**src/rtl/mac_pkg.sv**
```systemverilog
// Shared widths, fixed-point fraction positions and sequencer state encoding for the MAC datapath.
// Requant shift is derived from the accumulator and data fraction positions so they stay consistent.
package mac_pkg;

    localparam int DEF_DATA_WIDTH   = 16;
    localparam int DEF_WEIGHT_WIDTH = 8;
    localparam int DEF_ACCUM_WIDTH  = 32;
    localparam int DEF_LEN_WIDTH    = 8;

    localparam int DATA_FRAC   = 10;
    localparam int WEIGHT_FRAC = 6;
    localparam int ACCUM_FRAC  = 16;
    localparam int FRAC_SHIFT  = ACCUM_FRAC - DATA_FRAC;

    typedef enum logic [1:0] {
        ST_IDLE = 2'd0,
        ST_FEED = 2'd1,
        ST_WAIT = 2'd2,
        ST_OUT  = 2'd3
    } seq_state_e;

endpackage

```
**src/rtl/requant_sat.sv**
```systemverilog
// Combinational S15.16 -> S5.10 requantizer: round-half-up, arithmetic shift, saturate. Zero latency, no flow control.
// One guard bit above the accumulator keeps the rounding add from overflowing.
module requant_sat #(
    parameter int DATA_WIDTH  = mac_pkg::DEF_DATA_WIDTH,
    parameter int ACCUM_WIDTH = mac_pkg::DEF_ACCUM_WIDTH,
    parameter int FRAC_SHIFT  = mac_pkg::FRAC_SHIFT
) (
    input  logic [ACCUM_WIDTH-1:0] accum_i,
    output logic [DATA_WIDTH-1:0]  data_o,
    output logic                   sat_o
);

    localparam logic signed [ACCUM_WIDTH:0] RND_K =
        {{(ACCUM_WIDTH+1-FRAC_SHIFT){1'b0}}, 1'b1, {(FRAC_SHIFT-1){1'b0}}};
    localparam logic signed [ACCUM_WIDTH:0] MAX_V =
        {{(ACCUM_WIDTH-DATA_WIDTH+2){1'b0}}, {(DATA_WIDTH-1){1'b1}}};
    localparam logic signed [ACCUM_WIDTH:0] MIN_V =
        {{(ACCUM_WIDTH-DATA_WIDTH+2){1'b1}}, {(DATA_WIDTH-1){1'b0}}};

    logic signed [ACCUM_WIDTH:0] ext;
    logic signed [ACCUM_WIDTH:0] rounded;
    logic signed [ACCUM_WIDTH:0] shifted;

    always_comb begin
        ext     = {accum_i[ACCUM_WIDTH-1], accum_i};
        rounded = ext + RND_K;
        shifted = rounded >>> FRAC_SHIFT;
        data_o  = shifted[DATA_WIDTH-1:0];
        sat_o   = 1'b0;
        if (shifted > MAX_V) begin
            data_o = {1'b0, {(DATA_WIDTH-1){1'b1}}};
            sat_o  = 1'b1;
        end else if (shifted < MIN_V) begin
            data_o = {1'b1, {(DATA_WIDTH-1){1'b0}}};
            sat_o  = 1'b1;
        end
    end

endmodule

```
**src/rtl/mac_operand_sequencer.sv**
```systemverilog
// Feeds one dot-product job into a mac_unit and returns the requantized result; res_valid rises 2 edges after the last accept.
// Operands stall via in_ready (high only in FEED); the result is held until res_ready, and new jobs wait until then.
module mac_operand_sequencer
    import mac_pkg::*;
#(
    parameter int DATA_WIDTH   = DEF_DATA_WIDTH,
    parameter int WEIGHT_WIDTH = DEF_WEIGHT_WIDTH,
    parameter int ACCUM_WIDTH  = DEF_ACCUM_WIDTH,
    parameter int LEN_WIDTH    = DEF_LEN_WIDTH,
    parameter int SHIFT        = FRAC_SHIFT
) (
    input  logic                    clk,
    input  logic                    rst_n,
    input  logic                    start,
    input  logic [LEN_WIDTH-1:0]    vec_len,
    output logic                    busy,
    input  logic                    in_valid,
    output logic                    in_ready,
    input  logic [DATA_WIDTH-1:0]   in_data,
    input  logic [WEIGHT_WIDTH-1:0] in_weight,
    output logic                    mac_enable,
    output logic                    mac_clear,
    output logic [DATA_WIDTH-1:0]   mac_data,
    output logic [WEIGHT_WIDTH-1:0] mac_weight,
    input  logic [ACCUM_WIDTH-1:0]  accum_in,
    input  logic                    accum_valid_in,
    output logic                    res_valid,
    input  logic                    res_ready,
    output logic [DATA_WIDTH-1:0]   res_data,
    output logic                    res_sat
);

    seq_state_e              state_q;
    logic [LEN_WIDTH-1:0]    len_q;
    logic [LEN_WIDTH-1:0]    cnt_q;
    logic                    mac_enable_q;
    logic                    mac_clear_q;
    logic [DATA_WIDTH-1:0]   mac_data_q;
    logic [WEIGHT_WIDTH-1:0] mac_weight_q;
    logic [DATA_WIDTH-1:0]   res_data_q;
    logic                    res_sat_q;

    logic                    accept;
    logic                    last_op;
    logic [DATA_WIDTH-1:0]   rq_data;
    logic                    rq_sat;

    requant_sat #(
        .DATA_WIDTH  (DATA_WIDTH),
        .ACCUM_WIDTH (ACCUM_WIDTH),
        .FRAC_SHIFT  (SHIFT)
    ) u_requant (
        .accum_i (accum_in),
        .data_o  (rq_data),
        .sat_o   (rq_sat)
    );

    assign accept  = in_valid && (state_q == ST_FEED);
    assign last_op = (cnt_q == len_q - LEN_WIDTH'(1));

    always_ff @(posedge clk) begin
        if (!rst_n) begin
            state_q      <= ST_IDLE;
            len_q        <= '0;
            cnt_q        <= '0;
            mac_enable_q <= 1'b0;
            mac_clear_q  <= 1'b0;
            mac_data_q   <= '0;
            mac_weight_q <= '0;
            res_data_q   <= '0;
            res_sat_q    <= 1'b0;
        end else begin
            mac_enable_q <= 1'b0;
            mac_clear_q  <= 1'b0;
            case (state_q)
                ST_IDLE: begin
                    if (start) begin
                        if (vec_len != '0) begin
                            len_q   <= vec_len;
                            cnt_q   <= '0;
                            state_q <= ST_FEED;
                        end else begin
                            // Empty job: zero result without touching the MAC.
                            res_data_q <= '0;
                            res_sat_q  <= 1'b0;
                            state_q    <= ST_OUT;
                        end
                    end
                end
                ST_FEED: begin
                    if (accept) begin
                        mac_enable_q <= 1'b1;
                        mac_clear_q  <= (cnt_q == '0);
                        mac_data_q   <= in_data;
                        mac_weight_q <= in_weight;
                        cnt_q        <= cnt_q + LEN_WIDTH'(1);
                        if (last_op) begin
                            state_q <= ST_WAIT;
                        end
                    end
                end
                ST_WAIT: begin
                    // The MAC's valid is only trustworthy once our own enable has dropped.
                    if (!mac_enable_q && accum_valid_in) begin
                        res_data_q <= rq_data;
                        res_sat_q  <= rq_sat;
                        state_q    <= ST_OUT;
                    end
                end
                ST_OUT: begin
                    if (res_ready) begin
                        state_q <= ST_IDLE;
                    end
                end
                default: state_q <= ST_IDLE;
            endcase
        end
    end

    assign busy       = (state_q != ST_IDLE);
    assign in_ready   = (state_q == ST_FEED);
    assign res_valid  = (state_q == ST_OUT);
    assign mac_enable = mac_enable_q;
    assign mac_clear  = mac_clear_q;
    assign mac_data   = mac_data_q;
    assign mac_weight = mac_weight_q;
    assign res_data   = res_data_q;
    assign res_sat    = res_sat_q;

endmodule

```
**config.mk**
```make
export PLATFORM = sky130hd
export DESIGN_NAME = mac_operand_sequencer
export DESIGN_NICKNAME = d
export VERILOG_FILES = /design/src/rtl/mac_pkg.sv /design/src/rtl/requant_sat.sv /design/src/rtl/mac_operand_sequencer.sv
export SDC_FILE = /design/constraint.sdc
export NUM_CORES = 1
export LEC_CHECK = 0
export ABC_AREA = 1
export CAP_MARGIN = 15
export CORE_ASPECT_RATIO = 2
export CORE_MARGIN = 10
export CORE_UTILIZATION = 40
export DETAILED_ROUTE_END_ITERATION = 8
export PLACE_DENSITY_LB_ADDON = 0.05
export SKIP_CTS_REPAIR_TIMING = 1
export SYNTH_ARGS = -nofsm -noshare
export SYNTH_HDL_FRONTEND = slang
export SYNTH_SLANG_ARGS = --single-unit
export TNS_END_PERCENT = 10
```
**constraint.sdc**
```tcl
create_clock -name clk -period 2.5 [get_ports clk]
set_clock_uncertainty 0.15 [all_clocks]
set_input_delay 0.375 -clock clk [delete_from_list [all_inputs] [get_ports clk]]
set_output_delay 0.375 -clock clk [all_outputs]
set_load 0.05 [all_outputs]
```
; ---- Word-level counts from Yosys, hierarchy flattened
; Cells that the tools add are included.
[op_classes]
addsub = 3
mul = 0
n_div = 0
n_lt_le_gt_ge = 2
n_eq_ne = 11
shift = 0
n_mux = 24
bitwise = 0
reduce_logical = 16
[op_table]
columns = operator, count
row1 = two-way mux 16 bit, 5
row2 = "adder 32 x 7 -> 33 bit, second input constant", 1
row3 = one-hot mux 16 bit (2 select lines), 1
row4 = "> comparator 27 x 16 -> 1 bit, second input constant", 1
row5 = "< comparator 27 x 16 -> 1 bit, second input constant", 1
row6 = two-way mux 8 bit, 3
row7 = one-hot mux 8 bit (2 select lines), 1
row8 = two-way mux 2 bit, 6
row9 = "adder 8 x 1 -> 8 bit, second input constant", 1
row10 = == test 8 bit, 1
row11 = zero test 8 bit, 1
row12 = "!= test 2 bit, second input constant", 4
row13 = one-hot mux 2 bit (4 select lines), 1
row14 = AND reduction 4 bit, 2
row15 = nonzero test 8 bit, 1
row16 = "subtractor 8 x 1 -> 8 bit, second input constant", 1
row17 = two-way mux 1 bit, 6
row18 = "!= test 2 x 1 -> 1 bit, second input constant", 3
row19 = AND reduction 3 bit, 2
row20 = nonzero test 2 bit, 3
row21 = AND reduction 5 bit, 1
row22 = "== test 2 bit, second input constant", 2
row23 = AND reduction 2 bit, 2
row24 = "== test 2 x 1 -> 1 bit, second input constant", 1
row25 = other kinds (4), 5
[word_totals]
regBits = 61
latchBits = 0
mem_bits_rw = 0
rom_bits = 0
inputBits = 70
out_inout_bits = 46
mem_count = 0

; ---- Depth between registers and ports, before layout
[depth]
ltp_word = 6
mapped_depth = 17
ltp_nobuf = 16

; ---- Modules after synthesis
; From an unflattened synthesis, not the netlist that was laid out.
[hier_totals]
hier_cells = 605
hier_area_um2 = 3844.9
[modules_own_cells]
columns = module, instances, cells_per_inst, area_each_um2, seq_area_each_um2
row1 = mac_operand_sequencer, 1, 386, 2803.9, 1221.2
row2 = requant_sat, 1, 219, 1041.0, 0.0

; ---- Least setup slack after synthesis
; Ideal clock, no wire load.
[synth_path]
path_type = reg-to-reg
start = register state_q[0]
end = register res_data_q[10] (netlist: res_data[10])
setup_ps = 69
arrival_time_ps = 2261
required_time_ps = 2281
setup_slack_ps = 20
stages_incl_launch_ff = 12
path_buffers = 1
synth_period_minus_slack_ps = 2480
path_cell_list = dfxtp_1 -> inv_1 -> ha_1 -> inv_1 -> or2_2 -> nand2_1 -> nor3_1 -> inv_2 -> nor2_1 -> buf_2 -> nand2_1 -> a21oi_2
[synth_via]
elab_chain_len = 3
[synth_lines]
columns = element, line
row1 = start: declaration, mac_operand_sequencer.sv:33  ; seq_state_e state_q;
row2 = start signal: assignment, mac_operand_sequencer.sv:63  ; state_q <= ST_IDLE;
row3 = start signal: assignment, mac_operand_sequencer.sv:81  ; state_q <= ST_FEED;
row4 = start signal: assignment, mac_operand_sequencer.sv:86  ; state_q <= ST_OUT;
row5 = == test 2 bit or zero test 2 bit (tied branches), mac_operand_sequencer.sv:75  ; case (state_q)
row6 = != test 2 bit (no source line) or nonzero test 2 bit (tied branches), -
row7 = AND reduction 4 bit (no source line), -
row8 = end signal: assignment, mac_operand_sequencer.sv:105  ; res_data_q <= rq_data;
row9 = end: declaration, mac_operand_sequencer.sv:40  ; logic [DATA_WIDTH-1:0] res_data_q;
; Parallel ways exist; a longest one is shown, timed or not.
; A chain may end at the register's enable or synchronous reset.

; ---- Worst setup path in the final report
[layout_path]
start = input accum_in[7]
end = register res_data_q[14] (netlist: res_data[14])
[layout_via]
elab_chain_len = 6
[layout_lines]
columns = element, line
row1 = start: declaration, mac_operand_sequencer.sv:25  ; input logic [ACCUM_WIDTH-1:0] accum_in,
row2 = adder 32 x 7 -> 33 bit (*), requant_sat.sv:26  ; rounded = ext + RND_K;
row3 = < comparator 27 x 16 -> 1 bit, requant_sat.sv:33  ; end else if (shifted < MIN_V) begin
row4 = two-way mux 16 bit, requant_sat.sv:33
row5 = two-way mux 16 bit (*), requant_sat.sv:30  ; if (shifted > MAX_V) begin
row6 = two-way mux 16 bit (*), mac_operand_sequencer.sv:104  ; if (!mac_enable_q && accum_valid_in) begin
row7 = one-hot mux 16 bit (2 select lines) (*), mac_operand_sequencer.sv:75
; Every way passes the cells marked *; elsewhere a longest branch is shown, timed or not. The select of a mux whose other input is x is not followed.

==> reports/summary.txt <==
Status = completed
Total of max-cap violations = 0
Pint = 2.62 mW
Power per Cell Area = 769 mW/mm^2
Vias in the first global route = 4,188
Mapped Avg Cell Area = 6.42 sq um
Power share of the combinational group = 0.435
Crit path cell chain = clkdlybuf4s50_1 > nand3_2 > inv_2 > nand3_1 > o21ai_0 > nand2_1 > nor2_1 > and2_1 > nand3_2 > nand2_4 > clkbuf_16 > nand2_1 > nand2_1 > a21oi_2
Syn. warnings = 0
1st-iter DRT viols = 164
Hold Crit Class = flip-flop to flip-flop
Die height = 154 um
Number of top-level pins = 116
Crit path DAT = 2.49 ns
CTS tree = done
Share of post-route cells with drive strength above 1 = 0.173
Post-Route WL = 12,800 um
Vias/cell = 4.98
Antenna diodes = 0
Hpwl dp = 10,400 um
Syn_nets = 642
Core Box Area = 0.00889 sq mm
Largest net degree at the start of global routing = 32
H-tree levels = 3
Synth Area in Adders = 0.0311
Clock Power Share = 0.279
CP delay by family, top = simple AND/OR/NAND/NOR gates
Die Wd = 87.2 um
Fin worst setup slack = 0.0713 ns
Mapped Area = 0.00362 sq mm
Crit. End Element = flip-flop
Die area = 0.0135 sq mm
CTS clk-pin slew, worst paths = 0.05 ns
Clk_lat worst skew = 0.33 ns
CP bufs+invs = 3
Post-Synth Simple-Gate Area = 0.382
Period utilization = 0.971
CP max stage delay = 0.53 ns
Xor/xnor share of the synthesized area = 0.0605
Cell leakage power = 2.41 nW
Total track usage = 0.182
Max Slew Vio Count = 0
Gp weighted congestion = 0.918
WS Path Type = input pin to flip-flop
Clock period minus worst slack = 2.43 ns
Initial Utilization = 0.407
I/O Buffers = 110
Num Clock Sinks = 61
Slew Limit Headroom = 0.622
RSZ-0062 raised after global routing = true
Worst setup SP type = input pin
Cell repeated most along the worst path = nand2_1
Final antenna-violating net count = 0
Final nets = 806
Synth unique cells = 36
Via count = 4,154
Initial antenna violation count = 0
Seq/Total Area, Yosys = 0.338
Root Driver = clkbuf_16
Worst Max-Slew Pin Slew = 0.566 ns
DRT Pass-1 Iters = 4
Gr ovfl total = 0
Synth-to-layout area growth = 56.9%
Switch share = 0.400
Design Power = 4.37 mW
P_sw = 1.75 mW
Worst vdd ir = 0.000420 V
Hold_ws = 0.316 ns
Avg WL per Cell = 15.3 um
Post-route DRC = 0
Largest family of logic cells by synthesized area = simple AND/OR/NAND/NOR gates
Final Hold Viols = 0
CTS Buffer Depth = 2
Critical path peak fanout = 8
Max stage delay cell, worst path = clkdlybuf4s50_1
Final Setup Violations = 0
Synth Instances = 563
Final Cell Area = 0.00568 sq mm
Post-synthesis mux area share = 0
Core Util, Final = 0.638
First-pass GRT wire length = 19,800 um
Fmax = 412 MHz
Post-synthesis register bit count = 61
Placed cell area = 0.00518 sq mm
Row cnt = 49
CTS Buf Count = 9
Dpl ws = -0.323 ns
Critical Path RT = 2.56 ns
Flop pwr share = 0.286
Compound-Gate Fraction of Synth Area = 0.116
## final timing paths
kind | from | endpoint | slack, ns | cells past startpoint
worst max register to register | state_q[1] | cnt_q[4] | 0.22 | 12
worst max-delay path | accum_in[7] | res_data[14] | 0.07 | 14
worst min-delay path | res_data[15] | res_data[15] | 0.32 | 2
worst min register to register | res_data[15] | res_data[15] | 0.32 | 2
## final cells by class
cell class / instances / area [sq um]
clock buffers: 12 / 246
inverters: 52 / 195
fillers: 836 / 3210
clock inverters: 4 / 47.5
flip-flops and latches: 61 / 1220
multi-input cells: 437 / 2270
repair buffers: 166 / 1560
well taps: 102 / 128
## routing by layer
layer | vias up | track usage | part of all wire
met4 | 0 | 0.111 | 0.057
met2 | 112 | 0.361 | 0.59
li1 | 2108 | - | -
met3 | 39 | 0.0395 | 0.045
met5 | - | 0 | 0
met1 | 1895 | 0.149 | 0.31
## flip-flops by register name (all words and copies together) (netlist names)
register,flops
cnt_q,8
mac_weight,8
len_q,8
state_q,2
mac_data,16
mac_enable,1
mac_clear,1
res_sat,1
res_data,16
## cell usage in the layout (no fill, tap or decap), types with 4 or more instances in the layout
cell and n:
nand2_1 149, clkdlybuf4s50_1 103, nor2_1 96, dfxtp_1 61, buf_4 55, inv_1 48, o21ai_0 38, a21oi_1 21
nand3_1 18, xor2_1 17, nor2_2 14, a21oi_2 10, nand2_2 10, clkbuf_16 10, xnor2_1 8, nor3_1 7
ha_1 7, nand4_1 6, nor2_4 6, dlymetal6s2s_1 6, nand3b_1 4
## stage by stage
| stage | setup TNS (ns) | std cells |
|---|---|---|
| global route | -0.666 | 834 |
| detailed placement | -4.97 | 814 |
| global placement | -4.23 | 814 |
| finish | 0 | 834 |
| CTS | -0.0105 | 830 |
| floorplan | 0 | 563 |
## cell families after synthesis
logic type      count (synthesis)
compound gates                 75
flops                          61
fa+ha+maj                       9
simple gates                  327
xor+xnor                       25
buf+inv                        66
## power by group through the flow
stage	Combinational (mW)	Clock [mW]	Sequential (mW)
final	1.90	1.22	1.25
after global routing	2.07	1.29	1.27
after CTS	1.89	1.23	1.25
after detailed placement	1.88	0	1.27
after global placement	1.84	0	1.26
after floorplan	0.834	0	1.65
## worst min-delay path: stages, from the launching register on
cell and delay [ns]:
dfxtp_1 0.30, nand2_1 0.06, a21oi_1 0.06
## synth_stat cells (all sizes together)
cell type    n  share of area
nand4        6          0.010
and2         3         0.0052
nand3b       4         0.0083
nor4         1         0.0017
or4          1         0.0021
o211ai       1         0.0021
dfxtp       61           0.34
a21oi       31          0.052
or2          1         0.0017
buf          5         0.0097
nand3       23          0.035
clkbuf       9         0.0093
nor2       116           0.13
clkinv       1         0.0010
ha           9          0.031
nor3b        2         0.0041
o21ai       40          0.055
o2111ai      1         0.0024
xor2        17          0.041
nand2      162           0.17
xnor2        8          0.019
nor3         8          0.011
inv         51          0.053
a211oi       1         0.0021
o31ai        1         0.0021
(Power assumes the default switching activity.)
